<file path="src/rtl/deadband_gen_pkg.sv">
// PKG_pwm: shared PWM-path types for the dead-band generator (channel states,
// default dead-time width, enable encodings).
package PKG_pwm;
    localparam int DT_WIDTH_DEF = 10;

    typedef enum logic [2:0] {OFF, DT_A, ON_A, DT_B, ON_B} dt_state_t;

    typedef enum logic {PWM_DIS = 1'b0, PWM_ENA = 1'b1} _pwm_onoff;
    typedef enum logic {DT_DIS = 1'b0, DT_ENA = 1'b1} _dt_onoff;
endpackage

</file>
<file path="src/rtl/deadband_gen_if.sv">
// deadband_gen_if: per-channel PWM inputs, dead-time/polarity controls and gate outputs.
interface deadband_gen_if
    import PKG_pwm::*;
#(
    parameter int N_CH     = 8,
    parameter int DT_WIDTH = DT_WIDTH_DEF
);
    logic [N_CH-1:0]               pwm_in;
    logic [N_CH-1:0][DT_WIDTH-1:0] dtime_a;
    logic [N_CH-1:0][DT_WIDTH-1:0] dtime_b;
    logic [N_CH-1:0]               logic_a;
    logic [N_CH-1:0]               logic_b;
    logic [N_CH-1:0]               pwm_en;
    logic [N_CH-1:0]               dt_en;
    logic                          update;
    logic [N_CH-1:0]               pwm_a;
    logic [N_CH-1:0]               pwm_b;
    logic [N_CH-1:0]               dt_busy;

    modport master (
        output pwm_in, dtime_a, dtime_b, logic_a, logic_b, pwm_en, dt_en, update,
        input  pwm_a, pwm_b, dt_busy
    );
    modport slave (
        input  pwm_in, dtime_a, dtime_b, logic_a, logic_b, pwm_en, dt_en, update,
        output pwm_a, pwm_b, dt_busy
    );
endinterface

</file>
<file path="src/rtl/deadband_gen_ch.sv">
// deadband_ch: one complementary A/B leg with independent rising/falling dead times.
// DEADBAND_SHADOW_EN: dead times come from shadow flops loaded on update.
module deadband_ch
    import PKG_pwm::*;
#(
    parameter int DT_WIDTH = DT_WIDTH_DEF
) (
    input  logic                clk,
    input  logic                reset,
    input  logic                pwm_in,
    input  logic [DT_WIDTH-1:0] dtime_a,
    input  logic [DT_WIDTH-1:0] dtime_b,
    input  logic                logic_a,
    input  logic                logic_b,
    input  logic                pwm_en,
    input  logic                dt_en,
    input  logic                update,
    output logic                pwm_a,
    output logic                pwm_b,
    output logic                dt_busy
);
    dt_state_t           state_q, state_d;
    logic [DT_WIDTH-1:0] cnt_q, cnt_d;
    logic [DT_WIDTH-1:0] d_a, d_b;

`ifdef DEADBAND_SHADOW_EN
    logic [DT_WIDTH-1:0] sha_q, sha_d, shb_q, shb_d;

    always_comb begin
        sha_d = update ? dtime_a : sha_q;
        shb_d = update ? dtime_b : shb_q;
    end

    always_ff @(posedge clk or posedge reset) begin
        if (reset) begin
            sha_q <= '0;
            shb_q <= '0;
        end else begin
            sha_q <= sha_d;
            shb_q <= shb_d;
        end
    end

    assign d_a = sha_q;
    assign d_b = shb_q;
`else
    logic unused_update;
    assign unused_update = update;
    assign d_a = dtime_a;
    assign d_b = dtime_b;
`endif

    // A reversal from any state other than the matching ON restarts the count toward the new side.
    always_comb begin
        state_d = state_q;
        cnt_d   = cnt_q;
        if (pwm_en == PWM_DIS) begin
            state_d = OFF;
            cnt_d   = '0;
        end else if (dt_en == DT_DIS) begin
            state_d = pwm_in ? ON_A : OFF;
            cnt_d   = '0;
        end else if (pwm_in) begin
            if (state_q == DT_A) begin
                state_d = (cnt_q >= d_a) ? ON_A : DT_A;
                cnt_d   = (cnt_q >= d_a) ? '0 : cnt_q + 1'b1;
            end else if (state_q != ON_A) begin
                state_d = (d_a == '0) ? ON_A : DT_A;
                cnt_d   = (d_a == '0) ? '0 : DT_WIDTH'(1);
            end
        end else begin
            if (state_q == DT_B) begin
                state_d = (cnt_q >= d_b) ? ON_B : DT_B;
                cnt_d   = (cnt_q >= d_b) ? '0 : cnt_q + 1'b1;
            end else if (state_q != ON_B) begin
                state_d = (d_b == '0) ? ON_B : DT_B;
                cnt_d   = (d_b == '0) ? '0 : DT_WIDTH'(1);
            end
        end
    end

    always_ff @(posedge clk or posedge reset) begin
        if (reset) begin
            state_q <= OFF;
            cnt_q   <= '0;
        end else begin
            state_q <= state_d;
            cnt_q   <= cnt_d;
        end
    end

    assign pwm_a   = ((state_q == ON_A) ^ ~logic_a) & pwm_en;
    assign pwm_b   = ((state_q == ON_B) ^ ~logic_b) & pwm_en;
    assign dt_busy = (state_q == DT_A) || (state_q == DT_B);
endmodule

</file>
<file path="src/rtl/deadband_gen.sv">
// deadband_gen: N_CH independent complementary dead-band channels.
// DEADBAND_SHADOW_EN: dead times are shadowed and applied on update.
module deadband_gen
    import PKG_pwm::*;
#(
    parameter int N_CH     = 8,
    parameter int DT_WIDTH = DT_WIDTH_DEF
) (
    input  logic           clk,
    input  logic           reset,
    deadband_gen_if.slave  bus
);
    for (genvar i = 0; i < N_CH; i++) begin : g_ch
        deadband_ch #(.DT_WIDTH(DT_WIDTH)) u_ch (
            .clk     (clk),
            .reset   (reset),
            .pwm_in  (bus.pwm_in[i]),
            .dtime_a (bus.dtime_a[i]),
            .dtime_b (bus.dtime_b[i]),
            .logic_a (bus.logic_a[i]),
            .logic_b (bus.logic_b[i]),
            .pwm_en  (bus.pwm_en[i]),
            .dt_en   (bus.dt_en[i]),
            .update  (bus.update),
            .pwm_a   (bus.pwm_a[i]),
            .pwm_b   (bus.pwm_b[i]),
            .dt_busy (bus.dt_busy[i])
        );
    end
endmodule
</file>
<file path="src/flat_wrapper.sv">
// flat-port wrapper written by rule: the top's interface ports become plain ports
module deadband_gen_flat import PKG_pwm::*;
#(
    parameter int N_CH     = 8,
    parameter int DT_WIDTH = DT_WIDTH_DEF
)
  (clk, reset, bus_pwm_in, bus_dtime_a, bus_dtime_b, bus_logic_a, bus_logic_b, bus_pwm_en, bus_dt_en, bus_update, bus_pwm_a, bus_pwm_b, bus_dt_busy);
  deadband_gen_if #(.N_CH(N_CH), .DT_WIDTH(DT_WIDTH)) bus_i ();
  input  logic clk;
  input  logic reset;
  input wire logic [$bits(bus_i.pwm_in)-1:0] bus_pwm_in;
  input wire logic [$bits(bus_i.dtime_a)-1:0] bus_dtime_a;
  input wire logic [$bits(bus_i.dtime_b)-1:0] bus_dtime_b;
  input wire logic [$bits(bus_i.logic_a)-1:0] bus_logic_a;
  input wire logic [$bits(bus_i.logic_b)-1:0] bus_logic_b;
  input wire logic [$bits(bus_i.pwm_en)-1:0] bus_pwm_en;
  input wire logic [$bits(bus_i.dt_en)-1:0] bus_dt_en;
  input wire logic [$bits(bus_i.update)-1:0] bus_update;
  output wire logic [$bits(bus_i.pwm_a)-1:0] bus_pwm_a;
  output wire logic [$bits(bus_i.pwm_b)-1:0] bus_pwm_b;
  output wire logic [$bits(bus_i.dt_busy)-1:0] bus_dt_busy;
  assign bus_i.pwm_in = bus_pwm_in;
  assign bus_i.dtime_a = bus_dtime_a;
  assign bus_i.dtime_b = bus_dtime_b;
  assign bus_i.logic_a = bus_logic_a;
  assign bus_i.logic_b = bus_logic_b;
  assign bus_i.pwm_en = bus_pwm_en;
  assign bus_i.dt_en = bus_dt_en;
  assign bus_i.update = bus_update;
  assign bus_pwm_a = bus_i.pwm_a;
  assign bus_pwm_b = bus_i.pwm_b;
  assign bus_dt_busy = bus_i.dt_busy;
  deadband_gen #(.N_CH(N_CH), .DT_WIDTH(DT_WIDTH)) u_core (.clk(clk), .reset(reset), .bus(bus_i));
endmodule
</file>
<file path="config.mk">
export PLATFORM = sky130hd
export DESIGN_NAME = deadband_gen_flat
export DESIGN_NICKNAME = d
export VERILOG_FILES = /design/src/rtl/deadband_gen_pkg.sv /design/src/rtl/deadband_gen_if.sv /design/src/rtl/deadband_gen_ch.sv /design/src/rtl/deadband_gen.sv /design/src/flat_wrapper.sv
export SDC_FILE = /design/constraint.sdc
export NUM_CORES = 1
export LEC_CHECK = 0
export BUFFER_PORTS_ARGS = -buffer_cell sky130_fd_sc_hd__buf_2
export CAP_MARGIN = 20
export CORE_ASPECT_RATIO = 2
export CORE_MARGIN = 5
export CORE_UTILIZATION = 40
export CTS_CLUSTER_SIZE = 28
export DETAILED_ROUTE_END_ITERATION = 12
export HOLD_SLACK_MARGIN = 0.1
export PLACE_DENSITY = 0.61
export SLEW_MARGIN = 20
export SYNTH_ARGS = -nofsm -noshare
export SYNTH_HDL_FRONTEND = slang
export SYNTH_SLANG_ARGS = --single-unit
</file>
<file path="constraint.sdc">
create_clock -name clk -period 3.5 [get_ports clk]
set_input_delay 1.05 -clock clk [delete_from_list [all_inputs] [get_ports clk]]
set_output_delay 1.05 -clock clk [all_outputs]
set_load 0.01 [all_outputs]
</file>
Yosys cells after proc, flatten, opt, wreduce, memory -nomap -nowiden. Cells that the tools add are included. W data, S select, Z words.

Input bits: 203. Output and inout port bits: 24. Bits in registers: 104.

Muxes and demuxes: 184. Equal/unequal tests: 64. Reductions and logical operators: 32. $add $sub $neg: 8. Bitwise logic cells: 48. $lt $le $gt $ge: 16.

Operators by type and width (number): $mux W10 (72); $mux W3 (72); $ge A10 B10 Y1 (16); $logic_not A10 Y1 (16); $add A10 B1 Y10 const B (8); $ne A5 B3 Y1 const B (16); $eq A3 B2 Y1 const B (16); $mux W2 (24); $eq A3 B1 Y1 const B (8); $eq A3 B3 Y1 const B (8); $ne A3 B2 Y1 const B (8); $ne A3 B3 Y1 const B (8); $and A1 B1 Y1 (16); $mux W1 (16); $not A1 Y1 (16); $reduce_and A2 Y1 (8); $xor A1 B1 Y1 (16); $logic_or A1 B1 Y1 (8).

Depth between registers and ports, before layout.
Word-level depth: 7. Mapped depth: 10.

Modules after synthesis. A second synthesis with hierarchy kept.

Cell total of the unflattened synthesis: 1375. Area total of the unflattened synthesis: 11368.4 µm².

Modules (own cells, without submodules): deadband_ch at u_core.g_ch[0].u_ch ... (area an instance 1425.1 µm², cells an instance 173, times used 6); deadband_ch at u_core.g_ch[7].u_ch (area an instance 1428.9 µm², cells an instance 169, times used 1); deadband_ch at u_core.g_ch[2].u_ch (area an instance 1388.8 µm², cells an instance 168, times used 1).

Worst setup path after synthesis. Ideal clock, no wire load.

Path type: in2reg. From: in bus_dtime_b[3]. To: reg u_core.g_ch[0].u_ch.cnt_q[3]. Stages: 9. Required time: 3435 ps. Path slack: 634 ps. Path buffers: 1. Data arrival time: 2801 ps. Cell sequence: inv_1 -> ha_1 -> a2111oi_0 -> o21ai_0 -> a211oi_2 -> nor2_1 -> clkbuf_1 -> o311ai_0 -> o21a_1.

Longest elaborated chain between the ends: 6.

RTL lines: start, declared (line flat_wrapper.sv:13) `input wire logic [$bits(bus_i.dtime_b)-1:0] bus_dtime_b;`; $ge A10 B10 Y1 (line deadband_gen_ch.sv:74) `cnt_d = (cnt_q >= d_b) ? '0 : cnt_q + 1'b1;`; $mux W10 (line deadband_gen_ch.sv:74); $mux W10 (line deadband_gen_ch.sv:72) `if (state_q == DT_B) begin`; $mux W10 (line deadband_gen_ch.sv:63) `end else if (pwm_in) begin`; $mux W10 (line deadband_gen_ch.sv:60) `end else if (dt_en == DT_DIS) begin`; $mux W10 (line deadband_gen_ch.sv:57) `if (pwm_en == PWM_DIS) begin`; end signal, assigned (line deadband_gen_ch.sv:88) `cnt_q <= cnt_d;`; end, declared (line deadband_gen_ch.sv:23) `logic [DT_WIDTH-1:0] cnt_q, cnt_d;`.

No other way between the ends. A chain may end at the register's enable or synchronous reset.

Worst setup path in the final report.
From: in bus_dtime_b[50]. To: reg u_core.g_ch[5].u_ch.cnt_q[1].

Longest elaborated chain between the ends: 6.

RTL lines (line): $ge A10 B10 Y1 (deadband_gen_ch.sv:74); $mux W10 (deadband_gen_ch.sv:74); $mux W10 (deadband_gen_ch.sv:72); $mux W10 (deadband_gen_ch.sv:63); $mux W10 (deadband_gen_ch.sv:60); $mux W10 (deadband_gen_ch.sv:57); end signal, assigned (deadband_gen_ch.sv:88); end, declared (deadband_gen_ch.sv:23).

No other way between the ends.

==> metrics.csv <==
metric,value,unit
drt_iter0_markers,315,
core_area,26300,sq um
swShare,29.5,%
clk_pin_slew,0.07,ns
tightest_slew,0.953,ns
cp_slowest_cell,a22oi_1,
drv_cap,0,
skew,0.00683,ns
critPathMaxStageDelay,0.78,ns
overflow,0,
synth_area_leaders,"dfrtp_1, ha_1, inv_1, nand2_1, o21ai_0",
synth_top_cell_area_share,24.5,%
hold_slack,0.576,ns
critical_path_class,in2reg,
via_per_inst,5.44,
fp.dieW,125,microns
setup_viol,0,
period_needed,2.90,ns
cts_setup_buffers,0,
finalNonFillerCells,1916,
setup_tns,0,ns
yosysMostFrequentCell,inv_1,
rsz0062_at_grt,false,
grt_max_degree,63,
path_cells,buf_2 -> ha_1 -> nand2b_1 -> nand3_1 -> a211oi_1 -> nor3_1 -> a22oi_1 -> inv_1 -> a22o_1,
seq_power_share,41.7,%
grt_antenna_before_repair,8,
cts_tree,yes,
worstSetupEndpointType,register,
vias,10400,
max_slew_margin,36.5,%
syn_inst,1357,
place_congestion,0.904,
regArea,2600,sq um
ys.flop_type,dfrtp_1,
num_rows,84,
postLayoutCellArea,12400,sq um
layout.nets,1932,
post_drt_wl_per_cell,15.9,microns
async_reset_ff_share,100,%
drt_first_pass_iters,4,
cts.sinks,104,
maxSlewViolCount,0,
run_status,completed,
syn_area,10600,sq um
dieHeight,240,microns
cts_hold_buffers,0,
hold_path_class,reg2reg,
vdd_drop_max,0.182,mV
start_util,40.4,%
drt_wl_total,30500,microns
first_global_vias,10600,
area_growth,16.4,%
period_share,82.8,%
ant_nets,0,
p_int,2.12,mW
fp.dieArea,30100,sq um
cts_buffer_depth,2,
dp_slack,0.187,ns
multi_input_area,7080,sq um
comb_power_share,20.6,%
synth_edf_count,0,
synth-warning-count,0,
port_buffers,225,
clock_power_share,37.7,%
yosysSeqAreaShare,24.5,%
power-per-cell-area,244,nW/um^2
grt_usage,20.1,%
io_pins,227,
leakagePower,6.45,nW
dpl.cell_count,1894,
detailed_place.area,12000,sq um
htreeDepth,3,
fill_cells,2666,
insertion_delay,0.37,ns
ys_seq_elements,104,
fmax,345,MHz
ys_top_cells_by_count,"inv_1, ha_1, nand2_1",
p_switching,0.890,mW
yosys.area.top_type,dfrtp_1,
remaining_drc_errors,0,
cts_buffers,9,
synth_cell_type_count,64,
cp.arrival,3.15,ns
cts_resized,0,
avgSynthCellArea,7.83,sq um
synth_fp_nets,1728,
startpoint_type,primary input,
worstPathMaxFanout,14,
grt_pass1_wl,49300,microns
setup_slack,0.601,ns
drive_gt1_share,17.7,%
finalHoldViolations,0,
detailed_place_hpwl,25800,microns
critPathRequiredTime,3.75,ns
cts.root.buffer_cell,clkbuf_16,
-- state kept, by name, summed over array words and instances, names as in the netlist --
signal                    flops
u_core.g_ch.u_ch.cnt_q       80
u_core.g_ch.u_ch.state_q     24
-- metal layers --
metal | share of wire, % | track usage (%)
met5 | 0.089 | 0
met1 | 34 | 18.3
met2 | 59 | 42.0
met4 | 3.0 | 7.89
met3 | 4.1 | 4.09
-- placed cells by master, fill, tap and decap left out, types with 49 or more instances in the layout --
| cell type | instances |
|---|---|
| o21ai_0 | 82 |
| ha_1 | 168 |
| nor2_1 | 81 |
| nand2_1 | 132 |
| buf_2 | 225 |
| nand3_1 | 49 |
| dfrtp_1 | 104 |
| inv_1 | 180 |
| a21oi_1 | 76 |
-- power by group through the flow --
stage / sequential, mW / clock, mW / combinational, mW
5_1_grt: 1.26 / 1.22 / 0.710
2_1_floorplan: 1.27 / 0 / 0.384
4_1_cts: 1.26 / 1.18 / 0.632
3_5_place_dp: 1.28 / 0 / 0.629
3_3_place_gp: 1.28 / 0 / 0.615
6_report: 1.26 / 1.13 / 0.622
-- final cells by class --
type	count	share of cell area, %
inverter	181	5.52
clock inverter	7	0.809
multi-input combinational	1028	57.3
tap	344	3.48
sequential	104	21.0
clock buffer	9	1.82
timing repair buffer	237	9.93
antenna	6	0.121
-- critical path, delay by kind of cell --
family,cells,cell delay [ns]
AND/OR/NAND/NOR,3,0.32
AO/OA/AOI/OAI,3,1.26
adder cells (fa/ha/maj),1,0.26
buffers and inverters,2,0.28
-- kinds of logic (layout without fill, tap and decap cells) --
family	Yosys count	count (layout)	share of synthesized area, %
other	0	6	0
and+or+nand+nor	515	515	25.1
xor gates and xnor gates	28	28	2.31
DFF	104	104	24.5
adders and majority gates	168	168	19.8
muxes	3	3	0.306
AOI/OAI and AO/OA	314	314	19.2
buffers and inverters	225	434	8.82
-- worst paths after layout --
| path | start | slack [ns] | endpoint | cells past startpoint |
|---|---|---|---|---|
| max in group asynchronous | reset | 2.12 | u_core.g_ch[7].u_ch.state_q[0] | 3 |
| setup / recovery | bus_dtime_b[50] | 0.60 | u_core.g_ch[5].u_ch.cnt_q[1] | 9 |
| hold / removal | u_core.g_ch[4].u_ch.cnt_q[9] | 0.58 | u_core.g_ch[4].u_ch.cnt_q[9] | 2 |
| min in group asynchronous | reset | 0.69 | u_core.g_ch[2].u_ch.cnt_q[6] | 2 |
| hold reg to reg | u_core.g_ch[4].u_ch.cnt_q[9] | 0.58 | u_core.g_ch[4].u_ch.cnt_q[9] | 2 |
| setup reg to reg | u_core.g_ch[6].u_ch.cnt_q[0] | 0.86 | u_core.g_ch[6].u_ch.cnt_q[3] | 10 |
-- through the flow --
stage	power, mW	utilization [%]
floorplan	1.65	-
global placement	1.90	45.8
detailed placement	1.91	45.8
CTS	3.07	47.0
global route	3.20	47.0
finish	3.01	47.1
(Power assumes the default switching activity.)
